$ cat src/rtl/case2_iter_sched_pkg.sv
// rtl/case2_iter_sched_pkg.sv - shared state encoding and width helpers for case2_iter_sched
package case2_pkg;

  typedef enum logic [2:0] {
    IDLE,
    LOAD_H,
    LOAD_A,
    WAIT_CORE,
    FINISH
  } state_t;

  // Counter width able to hold the value n itself, not just n-1.
  function automatic int cnt_w(input int n);
    return $clog2(n) + 1;
  endfunction

  localparam int J_DEF   = 14;
  localparam int I_DEF   = 7;
  localparam int A_DEF   = 2;
  localparam int J_WIDTH = cnt_w(J_DEF);
  localparam int A_WIDTH = cnt_w(A_DEF);
  localparam int I_WIDTH = cnt_w(I_DEF);

endpackage

$ cat src/rtl/case2_iter_sched_skid.sv
// rtl/case2_iter_sched_skid.sv - stream_skid2: 2-entry fall-through FIFO with a next-cycle credit
module stream_skid2 #(
  parameter int W = 8
) (
  input  logic         clk,
  input  logic         rst_n,
  input  logic         push,
  input  logic [W-1:0] push_data,
  output logic         credit,
  output logic [W-1:0] tdata,
  output logic         tvalid,
  input  logic         tready
);

  logic [W-1:0] mem [2];
  logic         wr_ptr;
  logic         rd_ptr;
  logic [1:0]   cnt;
  logic         pop;
  logic [2:0]   occ_after;

  // An arriving beat is presented in the same cycle when the FIFO is empty.
  assign tvalid    = (cnt != 2'd0) | push;
  assign pop       = tvalid & tready;
  assign tdata     = (cnt != 2'd0) ? mem[rd_ptr] : (push ? push_data : '0);
  assign occ_after = {1'b0, cnt} + {2'b00, push} - {2'b00, pop};
  assign credit    = occ_after <= 3'd1;

  always_ff @(posedge clk or negedge rst_n) begin
    if (!rst_n) begin
      mem[0] <= '0;
      mem[1] <= '0;
      wr_ptr <= 1'b0;
      rd_ptr <= 1'b0;
      cnt    <= 2'd0;
    end else begin
      if (push) begin
        mem[wr_ptr] <= push_data;
        wr_ptr      <= ~wr_ptr;
      end
      if (pop) rd_ptr <= ~rd_ptr;
      cnt <= cnt + {1'b0, push} - {1'b0, pop};
    end
  end

endmodule

$ cat src/rtl/case2_iter_sched.sv
// rtl/case2_iter_sched.sv - iteration sequencer feeding H rows and alpha_u columns to the case-2 core; optional watchdog under CASE2_SCHED_WDOG_EN
module case2_iter_sched
  import case2_pkg::*;
#(
  parameter int J       = 14,
  parameter int I       = 7,
  parameter int A       = 2,
  parameter int ITER    = 4,
  parameter int DW      = 16,
  parameter int TIMEOUT = 1024
) (
  input  logic                      clk,
  input  logic                      rst_n,
  input  logic                      start,
  output logic                      h_rd_en,
  output logic [$clog2(J):0]        h_rd_addr,
  input  logic [I-1:0]              h_rd_data,
  output logic                      a_rd_en,
  output logic [$clog2(A*J):0]      a_rd_addr,
  input  logic [DW-1:0]             a_rd_data,
  output logic [I-1:0]              H_row,
  output logic                      H_row_tvalid,
  input  logic                      H_row_tready,
  output logic                      H_row_tlast,
  output logic [DW-1:0]             alpha_u_col,
  output logic                      alpha_u_col_tvalid,
  input  logic                      alpha_u_col_tready,
  output logic                      alpha_u_col_tlast,
  input  logic                      core_done,
  output logic                      busy,
  output logic                      done,
  output logic [$clog2(ITER):0]     iter_cnt,
  output logic                      err
);

  localparam int JW = cnt_w(J);
  localparam int AW = cnt_w(A * J);
  localparam int CW = cnt_w(A);
  localparam int IW = cnt_w(ITER);
  localparam logic [JW-1:0] J_CNT     = JW'(J);
  localparam logic [JW-1:0] J_LAST    = JW'(J - 1);
  localparam logic [AW-1:0] AJ_CNT    = AW'(A * J);
  localparam logic [CW-1:0] A_LAST    = CW'(A - 1);
  localparam logic [IW-1:0] ITER_LAST = IW'(ITER - 1);

  if (ITER < 1 || TIMEOUT < 1) begin : g_bad_params
    $error("case2_iter_sched: ITER and TIMEOUT must be >= 1");
  end

  state_t         state, state_nx;
  logic [JW-1:0]  h_addr, a_row;
  logic [AW-1:0]  a_addr;
  logic [CW-1:0]  a_col;
  logic           h_push, h_last_q, h_credit;
  logic           a_push, a_last_q, a_credit;
  logic [I:0]     h_tdata;
  logic [DW:0]    a_tdata;
  logic           h_acc_last, a_acc_last, a_final;

  assign h_rd_en   = (state == LOAD_H) && (h_addr != J_CNT) && h_credit;
  assign a_rd_en   = (state == LOAD_A) && (a_addr != AJ_CNT) && a_credit;
  assign h_rd_addr = h_addr;
  assign a_rd_addr = a_addr;

  stream_skid2 #(.W(I + 1)) u_h_skid (
    .clk(clk), .rst_n(rst_n), .push(h_push), .push_data({h_rd_data, h_last_q}),
    .credit(h_credit), .tdata(h_tdata), .tvalid(H_row_tvalid), .tready(H_row_tready)
  );

  stream_skid2 #(.W(DW + 1)) u_a_skid (
    .clk(clk), .rst_n(rst_n), .push(a_push), .push_data({a_rd_data, a_last_q}),
    .credit(a_credit), .tdata(a_tdata), .tvalid(alpha_u_col_tvalid), .tready(alpha_u_col_tready)
  );

  assign H_row             = h_tdata[I:1];
  assign H_row_tlast       = h_tdata[0];
  assign alpha_u_col       = a_tdata[DW:1];
  assign alpha_u_col_tlast = a_tdata[0];
  assign h_acc_last        = H_row_tvalid & H_row_tready & H_row_tlast;
  assign a_acc_last        = alpha_u_col_tvalid & alpha_u_col_tready & alpha_u_col_tlast;
  assign a_final           = a_acc_last && (a_col == A_LAST);
  assign busy              = (state != IDLE);
  assign done              = (state == FINISH);

`ifdef CASE2_SCHED_WDOG_EN
  localparam int TW = cnt_w(TIMEOUT);
  localparam logic [TW-1:0] TO_LAST = TW'(TIMEOUT - 1);
  logic [TW-1:0] wd_cnt;
  logic          wd_expire;

  assign wd_expire = (state == WAIT_CORE) && !core_done && (wd_cnt == TO_LAST);

  always_ff @(posedge clk or negedge rst_n) begin
    if (!rst_n) begin
      wd_cnt <= '0;
      err    <= 1'b0;
    end else begin
      wd_cnt <= (state == WAIT_CORE) ? wd_cnt + TW'(1) : '0;
      if (wd_expire) err <= 1'b1;
    end
  end
`else
  assign err = 1'b0;
`endif

  always_comb begin
    state_nx = state;
    case (state)
      IDLE:      if (start) state_nx = LOAD_H;
      LOAD_H:    if (h_acc_last) state_nx = LOAD_A;
      LOAD_A:    if (a_final) state_nx = WAIT_CORE;
      WAIT_CORE: begin
        if (core_done) state_nx = (iter_cnt == ITER_LAST) ? FINISH : LOAD_H;
`ifdef CASE2_SCHED_WDOG_EN
        else if (wd_expire) state_nx = IDLE;
`endif
      end
      FINISH:    state_nx = IDLE;
      default:   state_nx = IDLE;
    endcase
  end

  always_ff @(posedge clk or negedge rst_n) begin
    if (!rst_n) begin
      state    <= IDLE;
      iter_cnt <= '0;
      h_addr   <= '0;
      h_push   <= 1'b0;
      h_last_q <= 1'b0;
      a_addr   <= '0;
      a_row    <= '0;
      a_col    <= '0;
      a_push   <= 1'b0;
      a_last_q <= 1'b0;
    end else begin
      state    <= state_nx;
      h_push   <= h_rd_en;
      h_last_q <= h_rd_en && (h_addr == J_LAST);
      a_push   <= a_rd_en;
      a_last_q <= a_rd_en && (a_row == J_LAST);
      if (state == IDLE && start) iter_cnt <= '0;
      else if (state == WAIT_CORE && core_done && iter_cnt != ITER_LAST) iter_cnt <= iter_cnt + IW'(1);
      if (state != LOAD_H) h_addr <= '0;
      else if (h_rd_en) h_addr <= h_addr + JW'(1);
      // Column/row trackers restart on every LOAD_A entry.
      if (state != LOAD_A) begin
        a_addr <= '0;
        a_row  <= '0;
        a_col  <= '0;
      end else begin
        if (a_rd_en) begin
          a_addr <= a_addr + AW'(1);
          a_row  <= (a_row == J_LAST) ? '0 : a_row + JW'(1);
        end
        if (a_acc_last) a_col <= a_col + CW'(1);
      end
    end
  end

endmodule
$ cat config.mk
export PLATFORM = sky130hd
export DESIGN_NAME = case2_iter_sched
export DESIGN_NICKNAME = d
export VERILOG_FILES = /design/src/rtl/case2_iter_sched_pkg.sv /design/src/rtl/case2_iter_sched_skid.sv /design/src/rtl/case2_iter_sched.sv
export SDC_FILE = /design/constraint.sdc
export NUM_CORES = 1
export LEC_CHECK = 0
export ABC_AREA = 0
export CORE_MARGIN = 2
export CORE_UTILIZATION = 59
export CTS_BUF_LIST = sky130_fd_sc_hd__clkbuf_4
export DETAILED_ROUTE_END_ITERATION = 16
export PLACE_DENSITY_LB_ADDON = 0.25
export SYNTH_ARGS = -nofsm -noshare
export SYNTH_HDL_FRONTEND = slang
export SYNTH_SLANG_ARGS = --single-unit
$ cat constraint.sdc
create_clock -name clk -period 5.3 [get_ports clk]
set_input_delay 1.06 -clock clk [delete_from_list [all_inputs] [get_ports clk]]
set_output_delay 1.06 -clock clk [all_outputs]
set_load 0.02 [all_outputs]
==> flow_metrics.env <==
export IMPL_viasPerCell=5.563
export IMPL_dieArea_um2=8072
export IMPL_cp_max_fo=6
export IMPL_port_buffers=73
export IMPL_min_period_ns=4.959
export IMPL_ys_seq_area_share_pct=49.50
export IMPL_worst_pin_slew_ns=1.105
export IMPL_slowest_delay_ns=0.65
export IMPL_synth_main_ff_cell="dfrtp_1"
export IMPL_fmax_mhz=201.7
export IMPL_overflow=0
export IMPL_area_delta_synth_final_pct=22.39
export IMPL_coreArea_um2=7176
export IMPL_cts_max_level=3
export IMPL_drc=0
export IMPL_hold_end="u_a_skid.wr_ptr"
export IMPL_drv_slew=0
export IMPL_slew_headroom_pct=26.24
export IMPL_finalSetupViolCount=0
export IMPL_critPathKind="in -> out"
export IMPL_routedWlPerCell_um=15.22
export IMPL_first_iter_violations=150
export IMPL_root_buffer="clkbuf_4"
export IMPL_muxShareOfSynthArea_pct=20.55
export IMPL_dieHeight_um=89.85
export IMPL_io_pins=75
export IMPL_setup_tns_ns=0
export IMPL_die_width_um=89.85
export IMPL_vias=3043
export IMPL_synth_simple_gate_area_share_pct=12.03
export IMPL_numClockSinks=86
export IMPL_ir_drop_mv=0.2555
export IMPL_ys_types=50
export IMPL_fin_cells=547
export IMPL_cp_depth=9
export IMPL_arrival_ns=3.90
export IMPL_floorplan_initialDensity_pct=60.59
export IMPL_grt_pass1_vias=3104
export IMPL_netlist_area_um2=4348
export IMPL_p_leak_nw=2.272
export IMPL_rsz0062_at_grt="no"
export IMPL_synth_compound_area_share_pct=7.367
export IMPL_cts_tree="done"
export IMPL_antenna_cells=0
export IMPL_critical_path_buf_inv_count=3
export IMPL_min_period_over_period_pct=93.56
export IMPL_gp_congestion=0.7620
export IMPL_synth_edff_count=0
export IMPL_hpwl_um=5684
export IMPL_rr_startpoint="u_a_skid.cnt[1]"
export IMPL_antenna_left=0
export IMPL_ff2ff_path_depth=10
export IMPL_reg2reg_to="a_row[3]"
export IMPL_synth_cells=377
export IMPL_start_kind="input port"
export IMPL_whs_path_depth=1
export IMPL_cts_hold_buf=0
export IMPL_worstSkewPairLatency_ns=0.42
export IMPL_numCtsBuffers=9
export IMPL_dp_cells=531
export IMPL_skew_ns=0.01446
export IMPL_syn_num_nets=421
export IMPL_p_per_area_nw_per_um2=589.2
export IMPL_grt_util_all_layers_pct=21.68
export IMPL_postCtsResizedCells=0
export IMPL_synth_top_family_by_area="multiplexers"
export IMPL_crit_path_end_kind="output pin"
export IMPL_yosys_area_share_adder_pct=4.662
export IMPL_cp_required_ns=4.24
export IMPL_grt_pass1_wl_um=14330
export IMPL_synth_area_per_cell_um2=11.53
export IMPL_clockBufferDepth=2
export IMPL_drt_wl_total_um=8324
export IMPL_first_pass_iters=4
export IMPL_final_nets=487
export IMPL_ys_async_sr_fraction_pct=100.0
export IMPL_synth_seq_cells=86
export IMPL_post_cts_buffers=0
export IMPL_max_cap_violations=0
export IMPL_drive_above_1_share_pct=17.19
export IMPL_crit_slowest_cell="clkdlybuf4s50_1"
export IMPL_regToRegSetupSlack_ns=2.21
export IMPL_final_hold_violation_count=0
export IMPL_num_rows=31
export IMPL_grt_max_degree=87
export IMPL_antenna_found_initial=0
export IMPL_fillCellCount=516
export IMPL_worstHoldStart="u_a_skid.wr_ptr"
export IMPL_clk_pin_slew_ns=0.13
export IMPL_synth_xor_area_share_pct=2.216
export IMPL_critPathTopFamily="buffers and inverters"
export IMPL_outcome="completed"
export IMPL_synth_warnings=0
export IMPL_crit_chain="clkdlybuf4s50_1, and2_1, ha_1, inv_1, ha_1, fa_1, a211oi_1, nor2b_1, clkdlybuf4s50_1"
export IMPL_hold_class="reg -> reg"
==> cell usage in the layout, fill, tap and decap left out, types with 2 or more instances in the layout <==
| cell | n |
|---|---|
| buf_4 | 3 |
| a2111oi_0 | 3 |
| or3_1 | 4 |
| nand2b_1 | 3 |
| ha_1 | 13 |
| mux2i_1 | 33 |
| nor2_1 | 20 |
| fa_1 | 2 |
| dfrtp_1 | 86 |
| nor4_1 | 2 |
| o22ai_1 | 2 |
| clkinv_1 | 2 |
| nand2_1 | 13 |
| xnor2_1 | 7 |
| a21oi_1 | 6 |
| bufinv_16 | 4 |
| o21ai_0 | 24 |
| inv_1 | 15 |
| a311oi_1 | 2 |
| a211o_1 | 2 |
| nand3_1 | 29 |
| and2_1 | 5 |
| xor2_1 | 4 |
| clkdlybuf4s50_1 | 72 |
| nor2b_1 | 4 |
| and4b_1 | 2 |
| or2_2 | 2 |
| mux2_2 | 50 |
| nor3b_1 | 2 |
| o31a_1 | 2 |
| clkbuf_4 | 9 |
==> layout make-up <==
type / instances / area (um2) / area share (%)
Sequential cell: 86 / 2152 / 40.44
Multi-Input combinational cell: 256 / 2042 / 38.37
Timing Repair Buffer: 75 / 743.2 / 13.97
Clock inverter: 7 / 136.4 / 2.563
Tap cell: 99 / 123.9 / 2.328
Clock buffer: 9 / 67.56 / 1.270
Inverter: 15 / 56.30 / 1.058
==> worst max path at each step <==
stage | from | endpoint
6_report | alpha_u_col_tready | a_rd_en
5_1_grt | alpha_u_col_tready | a_rd_en
4_1_cts | alpha_u_col_tready | a_rd_en
3_5_place_dp | alpha_u_col_tready | a_rd_en
3_3_place_gp | alpha_u_col_tready | a_rd_en
2_1_floorplan | a_push | a_rd_en
==> cells by family (layout without fill, tap and decap cells) <==
family | count (synthesis) | after routing
muxes | 83 | 83
adders and majority gates | 15 | 15
AOI/OAI and AO/OA | 49 | 49
and+or+nand+nor | 97 | 97
DFF | 86 | 86
other | 1 | 1
xor gates and xnor gates | 11 | 11
buffers and inverters | 35 | 106
==> registers in the layout (all words and copies together), names as in the netlist <==
signal / flops
iter_cnt: 3
a_row: 5
a_push: 1
u_h_skid.cnt: 2
u_a_skid.mem: 34
h_last_q: 1
a_col: 2
state: 3
u_h_skid.mem: 16
a_rd_addr: 6
u_a_skid.cnt: 2
h_rd_addr: 5
h_push: 1
u_a_skid.wr_ptr: 1
u_h_skid.wr_ptr: 1
u_a_skid.rd_ptr: 1
a_last_q: 1
u_h_skid.rd_ptr: 1
==> worst register-to-register path: stages, from the launching register on <==
cell	delay (ns)
dfrtp_1	0.46
or3_1	0.38
and2_1	0.19
ha_1	0.27
inv_1	0.04
ha_1	0.18
fa_1	0.54
a211oi_1	0.30
buf_4	0.24
a41oi_1	0.13
a311oi_1	0.25
==> layer usage <==
metal / vias to the layer above / wire [um] / global-route usage, %
met1: 1505 / 3729 / 28.75
met3: 9 / 278 / 3.604
met2: 50 / 4181 / 35.73
met5: - / 0 / 0
met4: 0 / 134 / 9.103
li1: 1479 / - / -
==> power breakdown <==
part	internal, mW	leakage, nW	switching, mW
combinational	0.773	1.10	0.751
sequential	0.894	1.07	0.213
clock	0.284	0.105	0.221
==> cell usage after synthesis, drive strengths merged (3+ instances only) <==
| library cell | number | area share (%) |
|---|---|---|
| dfrtp | 86 | 49 |
| nand2b | 3 | 0.43 |
| ha | 13 | 3.7 |
| nand2 | 13 | 1.1 |
| xnor2 | 7 | 1.4 |
| clkbuf | 7 | 0.60 |
| and2 | 5 | 0.72 |
| inv | 15 | 1.3 |
| a2111oi | 3 | 0.60 |
| nand3 | 29 | 3.3 |
| nor4 | 3 | 0.78 |
| or3 | 5 | 0.75 |
| nor2b | 4 | 0.58 |
| mux2 | 50 | 13 |
| a21oi | 6 | 0.69 |
| o21ai | 24 | 2.8 |
| buf | 13 | 1.7 |
| nor2 | 21 | 1.8 |
| mux2i | 33 | 7.6 |
| xor2 | 4 | 0.81 |
==> metrics by stage <==
stage / instance area, um2 / worst slack (ns) / hold slack [ns] / util [%] / total power [mW]
3_5_place_dp: 5117 / 0.3548 / 0.4724 / 71.32 / 2.659
6_report: 5321 / 0.3411 / 0.4927 / 74.16 / 3.135
4_1_cts: 5321 / 0.3252 / 0.4934 / 74.16 / 3.161
5_1_grt: 5321 / 0.1288 / 0.5173 / 74.16 / 3.330
2_1_floorplan: 4348 / 1.355 / 0.4518 / - / 2.076
3_3_place_gp: 5117 / 0.3708 / 0.4650 / 71.32 / 2.587
Note: power is estimated with default switching activity, not from simulation.
==> patch, RTL diff (config.mk and constraints unchanged) <==
Re-encode `state_t` (5 states) as one-hot, 5 bits wide.
--- a/src/rtl/case2_iter_sched_pkg.sv
+++ b/src/rtl/case2_iter_sched_pkg.sv
@@ -1,12 +1,12 @@
 // rtl/case2_iter_sched_pkg.sv - shared state encoding and width helpers for case2_iter_sched
 package case2_pkg;
 
-  typedef enum logic [2:0] {
-    IDLE,
-    LOAD_H,
-    LOAD_A,
-    WAIT_CORE,
-    FINISH
+  typedef enum logic [4:0] {
+    IDLE      = 5'b00001,
+    LOAD_H    = 5'b00010,
+    LOAD_A    = 5'b00100,
+    WAIT_CORE = 5'b01000,
+    FINISH    = 5'b10000
   } state_t;
 
   // Counter width able to hold the value n itself, not just n-1.
Behaviour: no difference found for any inputs over 10 cycles, from zero or initial values and one cycle with rst_n low; not proved beyond that.
==> patch against the unedited design <==
- combinational power down 34%
- clock power is 16% lower
- wire length is 0.95% lower
- area after synthesis grew 1.2%
- setup slack better by 0.055 ns
- hold slack better by 0.0083 ns
- via count rose by 1.2%
- register-to-register slack lost 0.07 ns
- sequential share of layout area up 0.66 points
- power shrank 26%
- sequential cell count up 2
- design area is 0.73% higher
- sequential power shrank 19%
==> patch: results (changes against the unedited design) <==
Setup Skew 0.0123 ns (-0.00216 ns); DR iter-0 viols 127 (-15%); Worst-Margin Slew 1.04 ns (-0.0686 ns); dpl cells 541 (+1.9%); Worst-path clk slew 0.14 ns; H-tree levels 3 (unchanged); Post-Synthesis Cells 383 (+1.6%); hold path startpoint u_h_skid.wr_ptr; Initial DRT Pass Iterations 4 (unchanged); drt via density 5.53 (-0.57%); WHS 0.501 ns (+0.00835 ns); hold-critical path depth 1 (unchanged); Layout fillers 527 (+2.1%); R2R setup slack 2.14 ns (-0.07 ns); power per cell area 435 nW/um^2 (-26%); Syn. warnings 0 (unchanged); GPL Wtd Cong 0.762 (about the same); syn_nets 427 (+1.4%); Synth Area in XOR/XNOR 2.76% (+0.54 points); NumNets Final 497 (+2.1%); Top reg by flops u_a_skid.mem; combinational family with the most area after synthesis multiplexers; drt wl/cell 14.8 um (-2.7%); Synth Cell Area 4400 sq um (+1.2%); Critical Path AT 3.84 ns (-0.06 ns); post-synthesis mux area share 20.1% (-0.46 points); Num CTS Buffers 9 (unchanged); Peak VDD IR 0.226 mV (-11%); Lkg Pwr 2.32 nW (+2.0%); layout cell share with drive strength beyond 1 17.2% (+0.061 points); root buffer cell clkbuf_4; Yosys cell types 44 (-12%); outcome complete, no violations; detailed placement HPWL 5640 um (-0.85%); Tmin final 4.90 ns (-0.0550 ns); worst slack, placed 0.426 ns (+0.0714 ns); synth top area cells dfrtp_1 (50%), mux2_2 (13%), mux2i_1 (7.3%); register area share after synthesis 50.1% (+0.60 points); max FFs per register 34 (unchanged); Worst R2R Start a_push; global-route wire length before repair 14300 um (about the same); final non-filler cell total 557 (+1.8%); CP max-delay cell clkdlybuf4s50_1; R2R depth 9 (-1); largest net degree at the start of global routing 53 (-39%); DP Area 5200 sq um (+1.6%); commonest cells in the netlist dfrtp_1 (87), mux2_2 (50), nand3_1 (33); crit-path max cell delay 0.63 ns (-0.02 ns); post-synthesis compound-gate area fraction 6.86% (-0.51 points); WHS Endpoint u_h_skid.wr_ptr; GRT Total Usage 21.7% (about the same); Setup Fix Bufs, Post-CTS 0 (unchanged); port bufs 73 (unchanged); share of flip-flops with an asynchronous set or reset 100% (unchanged); adder-cell share of the synthesized area 4.61% (-0.053 points); vias in the first global route 3128 (+0.77%); crit path max fanout 9 (+3); post-CTS sizing 0 (unchanged)
==> patch: cell types whose count changed after synthesis, moves of 3 or more <==
cell,unedited run,this run
a2111oi_2,0,3
nor2_1,21,26
and3_1,1,8
a2111oi_0,3,0
a21o_1,0,3
nand3_1,29,33
nor3_1,1,6
and2_1,5,1
==> patch: layer usage <==
metal  up-vias  global-route usage (%)  routed length, um
li1       1495                       -                  -
met1      1518                    30.4               4010
met2        62                    33.9               3860
met3         6                    5.09                275
met4         0                    7.05                 93
met5         -                       0                  0
==> patch: layout make-up <==
class                           instances  share of cell area, %
Timing Repair Buffer                   78                   14.3
Clock inverter                          7                   1.77
Inverter                               16                   1.12
Clock buffer                            9                   1.26
Tap cell                               99                   2.31
Sequential cell                        88                   41.1
Multi-Input combinational cell        260                   38.1
==> patch: power by group <==
group | internal, mW | total, mW | switching (mW)
registers | 0.779 | 0.900 | 0.122
logic | 0.497 | 1.01 | 0.513
clock network | 0.191 | 0.423 | 0.232
